`src/rtl/uart_rx_path.sv`:
```
// UART receiver, 8N1 LSB first, mid-bit sampling with a one-cycle valid strobe.
// Define UART_RX_PARITY_EN for 8E1 frames and the uart_rx_parity_err_o output.
module uart_rx_path #(
    parameter logic [12:0] BAUD_DIV     = 13'd5208,
    parameter logic [12:0] BAUD_DIV_CAP = 13'd2604
) (
    input  logic       clk_i,
    input  logic       rst_ni,
    input  logic       uart_rx_i,
    output logic [7:0] uart_rx_data_o,
    output logic       uart_rx_valid_o,
    output logic       uart_rx_frame_err_o,
`ifdef UART_RX_PARITY_EN
    output logic       uart_rx_parity_err_o,
`endif
    output logic       uart_rx_busy_o
);

    localparam logic [2:0] S_IDLE   = 3'd0;
    localparam logic [2:0] S_START  = 3'd1;
    localparam logic [2:0] S_DATA   = 3'd2;
    localparam logic [2:0] S_STOP   = 3'd4;
    localparam logic [2:0] S_BREAK  = 3'd5;
`ifdef UART_RX_PARITY_EN
    localparam logic [2:0] S_PARITY = 3'd3;
`endif

    logic        sync_q1;
    logic        sync_q2;
    logic        hist_q;
    logic        fall;
    logic [2:0]  state_q;
    logic [12:0] cnt_q;
    logic [2:0]  bit_idx_q;
    logic [7:0]  shreg_q;
`ifdef UART_RX_PARITY_EN
    logic        par_bad_q;
`endif

    // Synchroniser and history reset to the idle level so release never looks like a start edge.
    // NOTE: all sequential state uses non-blocking assignments so every flop sees pre-edge values.
    always_ff @(posedge clk_i or negedge rst_ni) begin
        if (!rst_ni) begin
            sync_q1 <= 1'b1;
            sync_q2 <= 1'b1;
            hist_q  <= 1'b1;
        end else begin
            sync_q1 <= uart_rx_i;
            sync_q2 <= sync_q1;
            hist_q  <= sync_q2;
        end
    end

    assign fall           = hist_q & ~sync_q2;
    assign uart_rx_busy_o = (state_q != S_IDLE);

    always_ff @(posedge clk_i or negedge rst_ni) begin
        if (!rst_ni) begin
            state_q             <= S_IDLE;
            cnt_q               <= '0;
            bit_idx_q           <= '0;
            shreg_q             <= '0;
            uart_rx_data_o      <= '0;
            uart_rx_valid_o     <= 1'b0;
            uart_rx_frame_err_o <= 1'b0;
`ifdef UART_RX_PARITY_EN
            par_bad_q            <= 1'b0;
            uart_rx_parity_err_o <= 1'b0;
`endif
        end else begin
            uart_rx_valid_o     <= 1'b0;
            uart_rx_frame_err_o <= 1'b0;
`ifdef UART_RX_PARITY_EN
            uart_rx_parity_err_o <= 1'b0;
`endif
            case (state_q)
                S_IDLE: begin
                    cnt_q <= '0;
                    if (fall) state_q <= S_START;
                end
                S_START: begin
                    if (cnt_q == BAUD_DIV_CAP - 13'd1) begin
                        cnt_q <= '0;
                        // A line already back high at mid-start was a glitch.
                        if (!sync_q2) begin
                            state_q   <= S_DATA;
                            bit_idx_q <= '0;
                        end else begin
                            state_q <= S_IDLE;
                        end
                    end else begin
                        cnt_q <= cnt_q + 13'd1;
                    end
                end
                S_DATA: begin
                    if (cnt_q == BAUD_DIV - 13'd1) begin
                        cnt_q              <= '0;
                        shreg_q[bit_idx_q] <= sync_q2;
                        bit_idx_q          <= bit_idx_q + 3'd1;
                        if (bit_idx_q == 3'd7) begin
`ifdef UART_RX_PARITY_EN
                            state_q <= S_PARITY;
`else
                            state_q <= S_STOP;
`endif
                        end
                    end else begin
                        cnt_q <= cnt_q + 13'd1;
                    end
                end
`ifdef UART_RX_PARITY_EN
                S_PARITY: begin
                    if (cnt_q == BAUD_DIV - 13'd1) begin
                        cnt_q     <= '0;
                        par_bad_q <= ^{shreg_q, sync_q2};
                        state_q   <= S_STOP;
                    end else begin
                        cnt_q <= cnt_q + 13'd1;
                    end
                end
`endif
                S_STOP: begin
                    if (cnt_q == BAUD_DIV - 13'd1) begin
                        cnt_q <= '0;
                        if (sync_q2) begin
                            state_q <= S_IDLE;
`ifdef UART_RX_PARITY_EN
                            if (par_bad_q) begin
                                uart_rx_parity_err_o <= 1'b1;
                            end else begin
                                uart_rx_data_o  <= shreg_q;
                                uart_rx_valid_o <= 1'b1;
                            end
`else
                            uart_rx_data_o  <= shreg_q;
                            uart_rx_valid_o <= 1'b1;
`endif
                        end else begin
                            uart_rx_frame_err_o <= 1'b1;
                            state_q             <= S_BREAK;
                        end
                    end else begin
                        cnt_q <= cnt_q + 13'd1;
                    end
                end
                S_BREAK: begin
                    // Wait out a held-low line so it cannot retrigger a start.
                    cnt_q <= '0;
                    if (sync_q2) state_q <= S_IDLE;
                end
                default: begin
                    cnt_q   <= '0;
                    state_q <= S_IDLE;
                end
            endcase
        end
    end

endmodule

```
`config.mk`:
```
export PLATFORM = sky130hd
export DESIGN_NAME = uart_rx_path
export DESIGN_NICKNAME = d
export VERILOG_FILES = /design/src/rtl/uart_rx_path.sv
export SDC_FILE = /design/constraint.sdc
export NUM_CORES = 1
export LEC_CHECK = 0
export ABC_CLOCK_PERIOD_IN_PS = 4600
export CAP_MARGIN = 20
export CORE_UTILIZATION = 60
export CTS_BUF_LIST = sky130_fd_sc_hd__clkbuf_16
export DETAILED_ROUTE_END_ITERATION = 16
export GPL_TIMING_DRIVEN = 0
export PLACE_DENSITY = 0.81
export SYNTH_ARGS = -nofsm -noshare
export SYNTH_HDL_FRONTEND = slang
export SYNTH_SLANG_ARGS = --single-unit
```
`constraint.sdc`:
```
create_clock -name clk_i -period 4.6 [get_ports clk_i]
set_input_delay 0.92 -clock clk_i [delete_from_list [all_inputs] [get_ports clk_i]]
set_output_delay 0.92 -clock clk_i [all_outputs]
set_load 0.05 [all_outputs]
```
==> flow_summary.ini, run 1 <==
[status]
run_status = finished, final reports clean

[timing]
finalSetupTns_ns = 0
clock_skew_ns = 0.00204
min_period_ns = 2.80
slew_headroom = 0.430
worst_slack_ns = 1.80
setup_violations = 0
final-hold-violation-count = 0
finalCritPeriodShare = 0.608
slew_viol_final = 0
max_freq_mhz = 357
tightest_slew_ns = 0.855
rsz0062_at_grt = false

[clock_tree]
htreeDepth = 2
cts_sinks = 40
cts_setup_buffers = 0
clk_pin_slew_worst_paths_ns = 0.05
cts_root_buf = clkbuf_16
numCtsBuffers = 5
cts_resized = 0
holdBufCountCts = 0
clock_path_buffers = 2
clock_latency_ns = 0.28
cts_tree = yes

[yosys]
syn_area_mm2 = 0.00192
yosysUniqueCellTypes = 38
syn_inst = 167
ys_seq_area_frac = 0.524
yosys-top-cells-area = dfrtp_1, mux2_4, mux2_2
yosysWarnings = 0
post_synth.cell_area_avg_um2 = 11.5
ys_ff_latch = 40
yosysTopAreaCellShare = 0.483
syn_nets = 173
yosysTopAreaCell = dfrtp_1

[critical_path]
start_kind = flip-flop
critical_path_class = flip-flop to primary output
slowest_delay_ns = 0.70
path_cells = clkbuf_1, or3_1, clkdlybuf4s50_1
cp-end-kind = primary output
path_buf_inv = 2
crit_slowest_cell = clkdlybuf4s50_1
cp_max_fo = 9
required_ns = 3.68
crit_arrival_ns = 1.88
crit_family = buffers and inverters

[drt]
drc_errors = 0
wl_um = 3420
dr_total_vias = 1291
via_per_inst = 5.59
drt_iter0_drc = 41
dr.pass1.iters = 4
post_drt_wl_per_cell_um = 14.8
ant_nets = 0

[floorplan]
row_count = 20
die-area_mm2 = 0.00342
die_x_um = 58.5
die_height_um = 58.5
initial_core_util = 0.627
num_io_pins = 14
core_mm2 = 0.00305

[global_routing]
first_global_vias = 1242
grt_usage = 0.235
grt_max_degree = 41
met2_usage = 0.365
antenna_found_initial = 0
top_usage_layer = met2
grt_util_met3 = 0.0725
use_met1 = 0.315
grt_pass1_wl_um = 5870
grt_overflow_total = 0

[power]
power_uw = 864
p_clk_frac = 0.365
p_sw_frac = 0.276
ir_worst_vdd_mv = 0.348
p_per_area_mw_per_mm2 = 388
p_leak_nw = 0.990
p_sw_uw = 239
combPwrFrac = 0.189
p_int_uw = 625
power.share.sequential = 0.447

[placed_design]
place_ws_ns = 2.12
place_hpwl_um = 2370
io_buffer_count = 13
finalWeightedCongestion = 0.847

[cells_and_area]
finalNetCount = 193
layout-drive-gt1-share = 0.193
syn_to_final_growth_pct = 16.4
mostFrequentLayoutCells = dfrtp_1, nor2_1, clkdlybuf4s50_1
final_common_cell = dfrtp_1
diodes = 0
fin_util = 0.730

[min_path]
hold_path.class = flip-flop to flip-flop

[flow_run]
maxCapViolCount = 0
cell usage after synthesis:
cell type,number
dfrtp_1,37
nor2_1,19
nand2_1,10
xnor2_1,9
mux2_2,8
mux2_4,8
inv_1,6
nand3_1,6
nor3_1,6
nor4_1,6
nand4_1,4
nor3b_1,4
and4bb_2,3
buf_2,3
clkbuf_1,3
dfstp_2,3
ha_1,3
or3_1,3
xor2_1,3
a22oi_1,2
nor2b_1,2
nor4b_1,2
o2bb2ai_1,2
a211o_1,1
a21boi_0,1
a21oi_1,1
a31oi_1,1
a32o_1,1
and2b_1,1
and3_1,1
buf_4,1
buf_6,1
mux2i_1,1
nand3_4,1
nor4bb_1,1
o21ai_0,1
o31ai_1,1
or3b_2,1
flip-flops by register name (all words and copies together), names as in the netlist:
register	cells
shreg_q	8
hist_q	1
cnt_q	13
bit_idx_q	3
state_q	3
sync_q2	1
uart_rx_valid_o	1
sync_q1	1
uart_rx_frame_err_o	1
uart_rx_data_o	8
path summary, 6_finish.rpt:
kind	start	endpoint	slack, ns	cells past startpoint
max	state_q[2]	uart_rx_busy_o	1.80	3
min	sync_q1	sync_q2	0.36	0
max reg2reg	state_q[2]	shreg_q[7]	2.54	6
min reg2reg	sync_q1	sync_q2	0.36	0
max in group asynchronous	rst_ni	shreg_q[4]	3.31	1
min in group asynchronous	rst_ni	cnt_q[5]	0.75	1
worst reg2reg max path: cells and delay by family, from the launching register on:
kind,cells,cell delay (ns)
AND/OR/NAND/NOR,3,0.81
buffers and inverters,2,0.40
multiplexers,1,0.37
flip-flops,1,0.36
power groups by stage:
stage                     logic, mW  registers (mW)  clock network [mW]
after floorplan               0.121           0.388                   0
after CTS                     0.164           0.385               0.322
final                         0.163           0.386               0.315
after detailed placement      0.161           0.391                   0
after global placement        0.157           0.390                   0
after global routing          0.179           0.388               0.335
cell families after synthesis:
| group | after synthesis | synth area share |
|---|---|---|
| AO/OA/AOI/OAI | 11 | 0.0431 |
| XOR/XNOR | 12 | 0.0549 |
| adder cells (fa/ha/maj) | 3 | 0.0196 |
| buffers and inverters | 14 | 0.0353 |
| flip-flops | 40 | 0.524 |
| multiplexers | 17 | 0.115 |
| AND/OR/NAND/NOR | 70 | 0.208 |
metal layers:
metal  wire length (um)  vias up
met5                  0        -
met4                 43        0
met3                145        6
met2               1660       29
met1               1580      629
li1                   -      627
metrics by stage:
stage,hold slack [ns],instance area [um^2],instances
3_3_place_gp,0.349,2100,224
2_1_floorplan,0.345,1920,167
5_1_grt,0.364,2230,231
4_1_cts,0.359,2230,231
3_5_place_dp,0.347,2100,224
6_report,0.357,2230,231
area by class of cell:
class | count | area [um^2]
Clock buffer | 5 | 125
Inverter | 6 | 22.5
Multi-Input combinational cell | 113 | 843
Tap cell | 44 | 55.1
Sequential cell | 40 | 1000
Clock inverter | 2 | 8.76
Fill cell | 239 | 823
Timing Repair Buffer | 13 | 125
Buffer | 8 | 45.0
Note: power is estimated with default switching activity, not from simulation.
==> inputs of run 2 (changes only) <==
==> config.mk (replaced) <==
export PLATFORM = sky130hd
export DESIGN_NAME = uart_rx_path
export DESIGN_NICKNAME = d
export VERILOG_FILES = /design/src/rtl/uart_rx_path.sv
export SDC_FILE = /design/constraint.sdc
export NUM_CORES = 1
export LEC_CHECK = 0
export ABC_CLOCK_PERIOD_IN_PS = 2670
export CAP_MARGIN = 20
export CORE_UTILIZATION = 57
export CTS_BUF_LIST = sky130_fd_sc_hd__clkbuf_16
export DETAILED_ROUTE_END_ITERATION = 16
export GPL_TIMING_DRIVEN = 0
export PLACE_DENSITY = 0.78
export SYNTH_ARGS = -nofsm -noshare
export SYNTH_HDL_FRONTEND = slang
export SYNTH_SLANG_ARGS = --single-unit
==> constraint.sdc (replaced) <==
create_clock -name clk_i -period 2.67 [get_ports clk_i]
set_input_delay 0.534 -clock clk_i [delete_from_list [all_inputs] [get_ports clk_i]]
set_output_delay 0.534 -clock clk_i [all_outputs]
set_load 0.05 [all_outputs]
==> run 2 against run 1 <==
  * Critical path depth did not move
  * Via count rose by 3.4%
  * Sequential power rose by 72%
  * Final area rose by 0.17%
  * Critical endpoint unchanged
  * Largest power group unchanged
==> flow_summary.ini, run 2 (same netlist as run 1, synthesis figures left out) <==
[cells_and_area]
fin_util = 0.714
diodes = 0
final_common_cell = dfrtp_1
largest_register = cnt_q
syn_to_final_growth_pct = 16.6
largest_reg_flops = 13
reg.largest.list = cnt_q x13, shreg_q x8, uart_rx_data_o x8
layout-drive-gt1-share = 0.191
mostFrequentLayoutCells = dfrtp_1, nor2_1, clkdlybuf4s50_1
n_fill_cell = 244
finalNetCount = 193

[critical_path]
regToRegSetupSlack_ns = 0.61
path_buf_inv = 2
cp-end-kind = primary output
required_ns = 2.14
rr_endpoint = shreg_q[7]
slowest_delay_ns = 0.71
timing.rr.start = state_q[2]
start_kind = flip-flop
path_cells = clkbuf_1, or3_1, clkdlybuf4s50_1
cp.depth = 3
reg2regPathDepth = 6
crit_arrival_ns = 1.90
critical_path_class = flip-flop to primary output
crit_family = buffers and inverters
crit_slowest_cell = clkdlybuf4s50_1
cp_max_fo = 9

[timing]
setup_violations = 0
clock_skew_ns = 0.00251
slew_headroom = 0.435
slew_viol_final = 0
finalSetupTns_ns = 0
tightest_slew_ns = 0.848
finalCritPeriodShare = 0.911
rsz0062_at_grt = false
max_freq_mhz = 411
min_period_ns = 2.43
whs_ns = 0.355
final-hold-violation-count = 0

[clock_tree]
cts_tree = yes
numCtsBuffers = 5
cts_setup_buffers = 0
clk_pin_slew_worst_paths_ns = 0.05
cts_resized = 0
cts_root_buf = clkbuf_16
clock_path_buffers = 2
cts_sinks = 40
holdBufCountCts = 0
htreeDepth = 2
clock_latency_ns = 0.28

[global_routing]
grt_usage = 0.240
first_global_vias = 1289
grt_max_degree = 41
grt_overflow_total = 0
antenna_found_initial = 0
grt_pass1_wl_um = 6210

[floorplan]
num_io_pins = 14
initial_core_util = 0.612
die_x_um = 60.0
core_mm2 = 0.00313
die-area_mm2 = 0.00360
row_count = 20
die_height_um = 60.0

[placed_design]
place_hpwl_um = 2440
io_buffer_count = 13
finalWeightedCongestion = 0.871

[status]
run_status = finished, final reports clean

[drt]
drt_iter0_drc = 96
via_per_inst = 5.75
dr_total_vias = 1335
dr.pass1.iters = 4
post_drt_wl_per_cell_um = 16.0
ant_nets = 0
wl_um = 3720
drc_errors = 0

[power]
p_leak_nw = 0.995
ir_worst_vdd_mv = 0.469
p_per_area_mw_per_mm2 = 677

[min_path]
hold_path.class = input pin to async pin

[flow_run]
maxCapViolCount = 0
[run 2: cell types whose count changed in the layout (fill, tap and decap cells not counted), sizes merged]
cell and change:
inv +1
[run 2: metrics by stage]
stage / cells / power, mW / setup slack (ns) / instance area (um^2)
after floorplan: 167 / 0.877 / 0.794 / 1920
after global placement: 224 / 0.943 / 0.184 / 2100
after detailed placement: 224 / 0.956 / 0.549 / 2100
after CTS: 232 / 1.52 / 0.233 / 2230
after global routing: 232 / 1.57 / 0.150 / 2230
final: 232 / 1.51 / 0.237 / 2230
[run 2: final cells by class]
| type | count | area [um^2] | share of cell area |
|---|---|---|---|
| buffer | 8 | 45.0 | 0.0202 |
| multi-input combinational | 113 | 843 | 0.378 |
| clock inverter | 3 | 12.5 | 0.00560 |
| tap | 44 | 55.1 | 0.0246 |
| clock buffer | 5 | 125 | 0.0560 |
| timing repair buffer | 13 | 125 | 0.0560 |
| inverter | 6 | 22.5 | 0.0101 |
| sequential | 40 | 1000 | 0.450 |
[run 2: how the worst max path moves through the flow]
stage                           from                 to  slack, ns
final                     state_q[2]     uart_rx_busy_o       0.24
after global placement        rst_ni         shreg_q[5]       0.18
after floorplan             cnt_q[0]  uart_rx_data_o[0]       0.79
after global routing      state_q[2]     uart_rx_busy_o       0.15
after detailed placement  state_q[2]     uart_rx_busy_o       0.55
after CTS                 state_q[2]     uart_rx_busy_o       0.23
[run 2: power breakdown]
| part | switching [mW] | internal, mW | leakage (nW) |
|---|---|---|---|
| Combinational | 0.181 | 0.105 | 0.375 |
| Sequential | 0.0272 | 0.638 | 0.544 |
| Clock | 0.223 | 0.337 | 0.0762 |
| Total | 0.431 | 1.08 | 0.995 |
[run 2: routing by layer]
metal	vias up	global-route usage	share of wire
met4	0	0.120	0.023
met3	9	0.0519	0.033
met1	666	0.324	0.46
met5	-	0	0
met2	32	0.367	0.48
li1	628	-	-
